File: config.mk
export PLATFORM = sky130hd
export DESIGN_NAME = tama_cmd_sched
export DESIGN_NICKNAME = d
export VERILOG_FILES = /design/src/rtl/tama_cmd_sched.sv
export SDC_FILE = /design/constraint.sdc
export NUM_CORES = 1
export LEC_CHECK = 0
export ABC_AREA = 1
export CAP_MARGIN = 20
export CORE_ASPECT_RATIO = 1.75
export CORE_UTILIZATION = 60
export DETAILED_ROUTE_END_ITERATION = 16
export PLACE_DENSITY = 0.82
export SETUP_SLACK_MARGIN = 0.2
export SLEW_MARGIN = 20
export SYNTH_ARGS = -nofsm -noshare
export SYNTH_HDL_FRONTEND = slang
export SYNTH_SLANG_ARGS = --single-unit
File: constraint.sdc
create_clock -name clk -period 11.7 [get_ports clk]
set_input_delay 2.34 -clock clk [delete_from_list [all_inputs] [get_ports clk]]
set_output_delay 2.34 -clock clk [all_outputs]
set_load 0.1 [all_outputs]
File: src/rtl/tama_cmd_sched.sv
// Command scheduler: merges the UART command FIFO and the edge-detected buttons onto
// the stats `inputs` bus as HOLD/GAP pulses. `define TAMA_WAKE_PRIORITY_EN grants wake first.
module tama_cmd_sched #(
    parameter int FIFO_DEPTH  = 4,
    parameter int HOLD_CYCLES = 4,
    parameter int GAP_CYCLES  = 4
) (
    input  logic                          clk,
    input  logic                          reset,
    input  logic [7:0]                    uart_data,
    input  logic                          uart_valid,
    output logic                          uart_ready,
    input  logic [6:0]                    btn,
    output logic [7:0]                    cmd_out,
    output logic                          busy,
    output logic [$clog2(FIFO_DEPTH):0]   fifo_level,
    output logic [7:0]                    bad_count,
    output logic [7:0]                    drop_count
);
    localparam int PW   = $clog2(FIFO_DEPTH);
    localparam int LW   = PW + 1;
    localparam int CMAX = (HOLD_CYCLES > GAP_CYCLES) ? HOLD_CYCLES : GAP_CYCLES;
    localparam int CW   = $clog2(CMAX) + 1;
    localparam logic [CW-1:0] HOLD_LOAD = CW'(HOLD_CYCLES - 1);
    localparam logic [CW-1:0] GAP_LOAD  = CW'(GAP_CYCLES - 1);

    typedef enum logic [1:0] {S_IDLE = 2'd0, S_HOLD = 2'd1, S_GAP = 2'd2} state_t;

    function automatic logic is_valid_cmd(input logic [7:0] b);
        case (b)
            8'h65, 8'h70, 8'h64, 8'h62, 8'h73, 8'h74, 8'h77: is_valid_cmd = 1'b1;
            default:                                         is_valid_cmd = 1'b0;
        endcase
    endfunction

    function automatic logic [7:0] btn_code(input logic [2:0] idx);
        case (idx)
            3'd0:    btn_code = 8'h65;
            3'd1:    btn_code = 8'h70;
            3'd2:    btn_code = 8'h64;
            3'd3:    btn_code = 8'h62;
            3'd4:    btn_code = 8'h73;
            3'd5:    btn_code = 8'h74;
            3'd6:    btn_code = 8'h77;
            default: btn_code = 8'h00;
        endcase
    endfunction

    state_t          state_r, state_s;
    logic [CW-1:0]   cnt_r, cnt_s;
    logic [7:0]      cmd_r, cmd_s;
    logic            busy_r, rr_r, rr_s;
    logic [7:0]      mem_r [FIFO_DEPTH];
    logic [PW-1:0]   wr_ptr_r, rd_ptr_r;
    logic [LW-1:0]   level_r;
    logic [6:0]      pend_r, pend_s, btn_prev_r, edge_s, drop_s, clr_s;
    logic [7:0]      bad_r, drop_r, head_s;
    logic [8:0]      drop_sum_s;
    logic [3:0]      drop_n_s;
    logic [2:0]      low_idx_s, sel_idx_s;
    logic            fifo_req_s, btn_req_s, wake_btn_s, wake_fifo_s;
    logic            sel_fifo_s, sel_btn_s, rr_upd_s, pop_s, push_s, bad_s, xfer_s;

    assign head_s     = mem_r[rd_ptr_r];
    assign uart_ready = (level_r != LW'(FIFO_DEPTH));
    assign cmd_out    = cmd_r;
    assign busy       = busy_r;
    assign fifo_level = level_r;
    assign bad_count  = bad_r;
    assign drop_count = drop_r;

    // Source selection: wake override, then round-robin, lowest button index first.
    always_comb begin
        fifo_req_s = (level_r != '0);
        btn_req_s  = |pend_r;
        low_idx_s  = 3'd0;
        for (int i = 6; i >= 0; i--) begin
            if (pend_r[i]) begin
                low_idx_s = 3'(i);
            end else begin
                low_idx_s = low_idx_s;
            end
        end
`ifdef TAMA_WAKE_PRIORITY_EN
        wake_btn_s  = pend_r[6];
        wake_fifo_s = fifo_req_s && (head_s == 8'h77);
`else
        wake_btn_s  = 1'b0;
        wake_fifo_s = 1'b0;
`endif
        sel_fifo_s = 1'b0;
        sel_btn_s  = 1'b0;
        sel_idx_s  = low_idx_s;
        rr_upd_s   = 1'b1;
        if (wake_btn_s) begin
            sel_btn_s = 1'b1;
            sel_idx_s = 3'd6;
            rr_upd_s  = 1'b0;
        end else if (wake_fifo_s) begin
            sel_fifo_s = 1'b1;
            rr_upd_s   = 1'b0;
        end else if (fifo_req_s && btn_req_s) begin
            sel_fifo_s = !rr_r;
            sel_btn_s  = rr_r;
        end else if (fifo_req_s) begin
            sel_fifo_s = 1'b1;
        end else if (btn_req_s) begin
            sel_btn_s = 1'b1;
        end else begin
            rr_upd_s = 1'b0;
        end
    end

    // FSM next state, pulse-shaping counter and grant side effects.
    always_comb begin
        state_s = state_r;
        cnt_s   = cnt_r;
        cmd_s   = cmd_r;
        rr_s    = rr_r;
        pop_s   = 1'b0;
        clr_s   = 7'b0000000;
        case (state_r)
            S_IDLE: begin
                if (sel_fifo_s || sel_btn_s) begin
                    state_s = S_HOLD;
                    cnt_s   = HOLD_LOAD;
                    cmd_s   = sel_fifo_s ? head_s : btn_code(sel_idx_s);
                    pop_s   = sel_fifo_s;
                    if (sel_btn_s) begin
                        clr_s[sel_idx_s] = 1'b1;
                    end else begin
                        clr_s = 7'b0000000;
                    end
                    // rr_ptr=1 hands priority to the buttons on the next contention.
                    if (rr_upd_s) begin
                        rr_s = sel_fifo_s;
                    end else begin
                        rr_s = rr_r;
                    end
                end else begin
                    cmd_s = 8'h00;
                end
            end
            S_HOLD: begin
                if (cnt_r == '0) begin
                    state_s = S_GAP;
                    cnt_s   = GAP_LOAD;
                    cmd_s   = 8'h00;
                end else begin
                    cnt_s = cnt_r - CW'(1);
                end
            end
            S_GAP: begin
                if (cnt_r == '0) begin
                    state_s = S_IDLE;
                end else begin
                    cnt_s = cnt_r - CW'(1);
                end
            end
            default: begin
                state_s = S_IDLE;
                cnt_s   = '0;
                cmd_s   = 8'h00;
            end
        endcase
    end

    // UART acceptance, button edges and drop accounting.
    always_comb begin
        xfer_s   = uart_valid && uart_ready;
        push_s   = xfer_s && is_valid_cmd(uart_data);
        bad_s    = xfer_s && !is_valid_cmd(uart_data);
        edge_s   = btn & ~btn_prev_r;
        drop_s   = edge_s & pend_r & ~clr_s;
        pend_s   = (pend_r & ~clr_s) | edge_s;
        drop_n_s = 4'd0;
        for (int i = 0; i < 7; i++) begin
            drop_n_s = drop_n_s + {3'b000, drop_s[i]};
        end
        drop_sum_s = {1'b0, drop_r} + {5'b00000, drop_n_s};
    end

    // Control and status registers.
    always_ff @(posedge clk or posedge reset) begin
        if (reset) begin
            state_r    <= S_IDLE;
            cnt_r      <= '0;
            cmd_r      <= 8'h00;
            busy_r     <= 1'b0;
            rr_r       <= 1'b0;
            wr_ptr_r   <= '0;
            rd_ptr_r   <= '0;
            level_r    <= '0;
            pend_r     <= 7'b0000000;
            btn_prev_r <= 7'b1111111;
            bad_r      <= 8'h00;
            drop_r     <= 8'h00;
        end else begin
            state_r    <= state_s;
            cnt_r      <= cnt_s;
            cmd_r      <= cmd_s;
            busy_r     <= (state_s != S_IDLE);
            rr_r       <= rr_s;
            pend_r     <= pend_s;
            btn_prev_r <= btn;
            wr_ptr_r   <= push_s ? wr_ptr_r + PW'(1) : wr_ptr_r;
            rd_ptr_r   <= pop_s ? rd_ptr_r + PW'(1) : rd_ptr_r;
            case ({push_s, pop_s})
                2'b10:   level_r <= level_r + LW'(1);
                2'b01:   level_r <= level_r - LW'(1);
                default: level_r <= level_r;
            endcase
            bad_r  <= (bad_s && bad_r != 8'hFF) ? bad_r + 8'h01 : bad_r;
            drop_r <= drop_sum_s[8] ? 8'hFF : drop_sum_s[7:0];
        end
    end

    // FIFO storage; contents are don't-care until written.
    always_ff @(posedge clk) begin
        if (push_s) begin
            mem_r[wr_ptr_r] <= uart_data;
        end
    end
endmodule

==> results.sh, run 1 <==
export IMPL_status="completed"
export IMPL_synthSimpleGateAreaFrac_pct=24.5
export IMPL_cts_resized=0
export IMPL_skew_ps=7.88
export IMPL_diodes=0
export IMPL_drive_above_1_share_pct=10.3
export IMPL_setup_viol=0
export IMPL_dr_pass1_iters=4
export IMPL_timing_final_ws_setup_ps=5960
export IMPL_yosys_top_cells_area="dfrtp_1 (27%), edfxtp_1 (23%), nand2_1 (10%), inv_1 (4.8%), nand3_1 (4.5%)"
export IMPL_placed_area_um2=4740
export IMPL_worstMarginPinSlew_ps=979
export IMPL_cts_sinks=84
export IMPL_hold_viol=0
export IMPL_synthFlopType="dfrtp_1"
export IMPL_start_kind="input port"
export IMPL_cts_buffers=9
export IMPL_cts_tree="yes"
export IMPL_syn_area_per_cell_um2=9.42
export IMPL_synth_compound_area_share_pct=6.52
export IMPL_r2r_cells=21
export IMPL_wl_per_cell_um=14.3
export IMPL_synth_mux_area_fraction_pct=0
export IMPL_dpl_hpwl_mm=6.23
export IMPL_cp_slowest_cell="fa_1"
export IMPL_area_growth_pct=20.1
export IMPL_synth_xor_area_share_pct=2.09
export IMPL_drcViolationCount=0
export IMPL_hold_slack_ps=492
export IMPL_antenna_found_initial=0
export IMPL_row_count=40
export IMPL_ir_drop_mv=0.205
export IMPL_cp_startpoint="btn[2]"
export IMPL_vias=3186
export IMPL_cts_max_level=3
export IMPL_post_cts_buffers=0
export IMPL_finalSetupTns_ps=0
export IMPL_rsz0062_at_grt="no"
export IMPL_totalWireLength_mm=8.39
export IMPL_coreArea_um2=6810
export IMPL_viasPerCell=5.42
export IMPL_maxCapViolations=0
export IMPL_crit_top_cell="inv_1"
export IMPL_power_density_nw_per_um2=253
export IMPL_die_width_um=65.2
export IMPL_start_util_pct=61.7
export IMPL_whs_path_depth=2
export IMPL_port_buffers=46
export IMPL_synthDistinctLibCells=36
export IMPL_gr_total_overflow=0
export IMPL_cts_root_buf="clkbuf_16"
export IMPL_clk_pin_slew_ps=60
export IMPL_most_common_layout_cells="nand2_1 (117), inv_1 (53), clkdlybuf4s50_1 (46)"
export IMPL_mostFrequentLayoutCell="nand2_1"
export IMPL_power_leakage_uw=0.00230
export IMPL_ios=47
export IMPL_yosys_warnings=0
export IMPL_netlist_area_um2=4200
export IMPL_synth_seq_cells=84
export IMPL_synthArstFlopShare_pct=61.9
export IMPL_cts_buffer_depth=2
export IMPL_slew_violations=0
export IMPL_die_area_um2=7350
export IMPL_fin_crit_ps=5740
export IMPL_postCtsHoldBufs=0
export IMPL_design_area_um2=5040
export IMPL_ys_seq_area_share_pct=54.1
export IMPL_synth_edf_count=32
export IMPL_worst_setup_path_type="in2reg"
export IMPL_grt_pass1_wl_mm=14.2
export IMPL_endpoint_kind="flip-flop"
export IMPL_grt_use_total_pct=25.6
export IMPL_hold_class="reg2reg"
export IMPL_dp_slack_ps=5630
export IMPL_dr_first_iter_drc_count=247
export IMPL_first_global_vias=3252
export IMPL_syn_inst=446
export IMPL_fin_nets=537
export IMPL_synthAdderAreaFrac_pct=6.85
export IMPL_synth_top_family_by_area="simple AND/OR/NAND/NOR gates"
export IMPL_die_y_um=113
export IMPL_fmaxAchievable_mhz=174
export IMPL_arrival_ps=5930
export IMPL_antenna_left=0
export IMPL_post_route_period_util_pct=49.0
export IMPL_routabilityCongestion=0.822
export IMPL_path_cells="clkdlybuf4s50_1, inv_1, nor3_1, nand2_1, inv_1, fa_1, inv_1, fa_1, inv_1, fa_1, ha_1, fa_1, nand2_1, inv_1, o21ai_0, nand2_1, nand4_1, o21ai_0"
export IMPL_insertion_delay_ps=330
export IMPL_r2r_end="drop_count[2]"
export IMPL_hold_start="cnt_r[1]"
export IMPL_r2r_slack_ps=7240
export IMPL_max_slew_margin_pct=34.5
export IMPL_critPathMaxStageDelay_ps=530
export IMPL_required_ps=11900
export IMPL_r2r_start="fifo_level[2]"
export IMPL_synth_top_area_cell="dfrtp_1"
export IMPL_yosysTopAreaCellShare_pct=26.8
export IMPL_holdPathEnd="cnt_r[1]"
export IMPL_syn_num_nets=484
export IMPL_grt_max_degree=53
export IMPL_worst_path_max_fanout=7
## where the power goes
group | total, µW | switching, µW | leakage, µW | internal (µW)
Sequential | 409 | 56.2 | 0.000889 | 353
Clock | 280 | 103 | 0.000147 | 177
Combinational | 587 | 434 | 0.00127 | 153
## worst max-delay path by stage
stage               cells after the start       endpoint  slack, ps
finish                                 18  drop_count[2]       5960
floorplan                              17  drop_count[2]       6290
CTS                                    18  drop_count[2]       5990
detailed placement                     18  drop_count[2]       5630
global placement                       18  drop_count[3]       5710
global route                           18  drop_count[2]       5770
## cells in the mapped netlist (2+ instances only)
library cell / count
a21oi_1: 9
buf_2: 3
dfrtp_1: 45
dfstp_2: 7
edfxtp_1: 32
fa_1: 5
ha_1: 15
inv_1: 54
inv_2: 6
nand2_1: 117
nand2_2: 3
nand2_4: 2
nand3_1: 38
nand3_4: 3
nand4_1: 7
nor2_1: 30
nor2_2: 5
nor2_4: 5
nor3_1: 6
o21ai_0: 20
o21ai_1: 8
o21ai_2: 2
o22a_1: 2
o22ai_1: 2
xnor2_1: 3
xor2_1: 7
## cells by family after synthesis
group                    after synthesis
AND/OR/NAND/NOR                      220
flip-flops                            84
buffers and inverters                 65
AO/OA/AOI/OAI                         47
adder cells (fa/ha/maj)               20
XOR/XNOR                              10
## per-stage QoR
stage          power [µW]  utilization, %  std cells
3_5_place_dp         1000            69.7        572
5_1_grt              1340            74.1        588
3_3_place_gp          986            69.7        572
4_1_cts              1280            74.1        588
2_1_floorplan         860               -        446
6_report             1280            74.1        588
## registers in the layout, indices dropped and copies added (netlist names)
| register | cells |
|---|---|
| mem_r | 32 |
| bad_count | 8 |
| cmd_out | 8 |
| drop_count | 8 |
| btn_prev_r | 7 |
| pend_r | 7 |
| cnt_r | 3 |
| fifo_level | 3 |
| rd_ptr_r | 2 |
| state_r | 2 |
| wr_ptr_r | 2 |
| busy | 1 |
| rr_r | 1 |
## worst max-delay path, delay by kind of cell
kind / cells / cell delay (ps)
buffers and inverters: 6 / 710
AO/OA/AOI/OAI: 2 / 260
adder cells (fa/ha/maj): 5 / 2110
AND/OR/NAND/NOR: 5 / 500
## layer usage
metal | part of all wire (%) | wire, µm | global-route usage, % | up-vias
met5 | 0 | 0 | 0 | -
met4 | 3.9 | 329 | 14.6 | 0
met3 | 2.4 | 199 | 5.39 | 25
met2 | 57 | 4750 | 47.1 | 66
met1 | 37 | 3110 | 25.4 | 1533
li1 | - | - | - | 1562
## area by class of cell
class | instances | area [µm²]
clock inverter | 2 | 35.0
inverter | 61 | 231
multi-input combinational | 297 | 1680
sequential | 84 | 2270
fill | 497 | 1760
clock buffer | 14 | 264
tap | 84 | 105
timing repair buffer | 46 | 460
Note: power is estimated with default switching activity, not from simulation.
==> run 2: changes to the inputs <==
- CORE_UTILIZATION: 60 -> 51
- PLACE_DENSITY: 0.82 -> 0.74
- clock period: 11.7 -> 4.8 ns (I/O delays scaled with it)
==> results.sh, run 2 (synthesis gave the netlist of run 1 again) <==
export IMPL_first_global_vias=3001
export IMPL_coreArea_um2=7960
export IMPL_drcViolationCount=0
export IMPL_placed_area_um2=4770
export IMPL_mostFrequentLayoutCell="nand2_1"
export IMPL_cts_max_level=3
export IMPL_design_area_um2=5160
export IMPL_worst_path_max_fanout=7
export IMPL_postCtsHoldBufs=0
export IMPL_fmaxAchievable_mhz=231
export IMPL_start_util_pct=52.7
export IMPL_max_slew_margin_pct=34.5
export IMPL_rsz0062_at_grt="no"
export IMPL_regMostFlops="mem_r"
export IMPL_fin_crit_ps=4320
export IMPL_grt_use_total_pct=21.0
export IMPL_clk_pin_slew_ps=60
export IMPL_maxCapViolations=0
export IMPL_antenna_left=0
export IMPL_worst_setup_path_type="in2reg"
export IMPL_die_width_um=70.6
export IMPL_r2r_end="drop_count[2]"
export IMPL_r2r_cells=21
export IMPL_ios=47
export IMPL_dp_cells=580
export IMPL_status="completed"
export IMPL_area_growth_pct=22.8
export IMPL_cts_root_buf="clkbuf_16"
export IMPL_diodes=0
export IMPL_skew_ps=5.05
export IMPL_ir_drop_mv=0.416
export IMPL_cts_sinks=84
export IMPL_gr_total_overflow=0
export IMPL_routabilityCongestion=0.919
export IMPL_dr_first_iter_drc_count=181
export IMPL_setup_viol=0
export IMPL_holdPathEnd="cmd_out[2]"
export IMPL_antenna_found_initial=0
export IMPL_arrival_ps=4530
export IMPL_final_seq_area_um2=2270
export IMPL_die_y_um=122
export IMPL_dr_pass1_iters=4
export IMPL_slew_violations=0
export IMPL_power_density_nw_per_um2=615
export IMPL_required_ps=5000
export IMPL_vias=3172
export IMPL_grt_pass1_wl_mm=13.8
export IMPL_whs_path_depth=2
export IMPL_largest_reg_flops=32
export IMPL_cts_buffers=9
export IMPL_endpoint_kind="flip-flop"
export IMPL_wl_per_cell_um=13.6
export IMPL_grt_max_degree=38
export IMPL_port_buffers=46
export IMPL_post_route_period_util_pct=90.1
export IMPL_cts_tree="yes"
export IMPL_die_area_um2=8620
export IMPL_drive_above_1_share_pct=13.0
export IMPL_nFillCells=632
export IMPL_viasPerCell=5.25
export IMPL_row_count=43
export IMPL_hold_start="cmd_out[2]"
export IMPL_cp_startpoint="btn[2]"
export IMPL_fin_nets=547
export IMPL_r2r_start="pend_r[4]"
export IMPL_worstMarginPinSlew_ps=979
export IMPL_insertion_delay_ps=330
export IMPL_dpl_hpwl_mm=6.07
export IMPL_start_kind="input port"
export IMPL_multi_input_area_um2=1690
export IMPL_hold_class="reg2reg"
export IMPL_stdcell_count=604
export IMPL_cts_buffer_depth=2
export IMPL_totalWireLength_mm=8.21
export IMPL_finalSetupTns_ps=0
export IMPL_hold_viol=0
export IMPL_power_leakage_uw=0.00236
export IMPL_most_common_layout_cells="nand2_1 (116), inv_1 (52), clkdlybuf4s50_1 (46)"
export IMPL_r2r_slack_ps=490
## run 2: metal layers
layer / global-route usage [%] / vias up / wire [µm]
li1: - / 1580 / -
met1: 22.4 / 1511 / 3000
met2: 39.9 / 66 / 4700
met3: 3.31 / 15 / 258
met4: 10.3 / 0 / 253
met5: 0 / - / 0
## run 2: through the flow
| step | util [%] | hold slack (ps) | setup slack (ps) | power (µW) |
|---|---|---|---|---|
| 2_1_floorplan | - | 453 | 230 | 2100 |
| 3_3_place_gp | 59.9 | 465 | 129 | 2400 |
| 3_5_place_dp | 59.9 | 476 | 69.5 | 2420 |
| 4_1_cts | 63.8 | 492 | 386 | 3170 |
| 5_1_grt | 64.8 | 513 | 184 | 3340 |
| 6_report | 64.8 | 481 | 475 | 3170 |
## run 2: repair_timing
| action | CTS | global route |
|---|---|---|
| gates resized for setup | 0 | 7 |
| hold endpoints to repair | 0 | 0 |
| buffers inserted | 0 | 8 |
| endpoints found under the setup margin | 0 | 7 |
## run 2: power by group
group	internal (µW)	switching (µW)
combinational	397	1060
sequential	859	127
clock	464	264
## run 2: layout make-up
class                           count  area share, %
Sequential cell                    84           44.1
Multi-Input combinational cell    297           32.8
Timing Repair Buffer               56           10.4
Clock buffer                       10           4.63
Inverter                           61           4.46
Tap cell                           90           2.18
Clock inverter                      6           1.50
## run 2: how the worst max path moves through the flow
stage / end / slack, ps
floorplan: drop_count[2] / 230
global placement: drop_count[3] / 130
detailed placement: drop_count[3] / 70
CTS: drop_count[3] / 390
global route: drop_count[2] / 180
finish: drop_count[2] / 480
## run 2: worst max-delay path: stages
cell and delay, ps:
clkdlybuf4s50_1 440, inv_1 90, nor3_1 50, nand2_1 60, inv_1 40, fa_1 470
inv_1 50, fa_1 540, inv_1 60, fa_1 470, ha_1 240, fa_1 380
nand2_1 80, inv_1 50, o21ai_1 110, nand2_1 100, nand4_1 210, o21ai_0 130
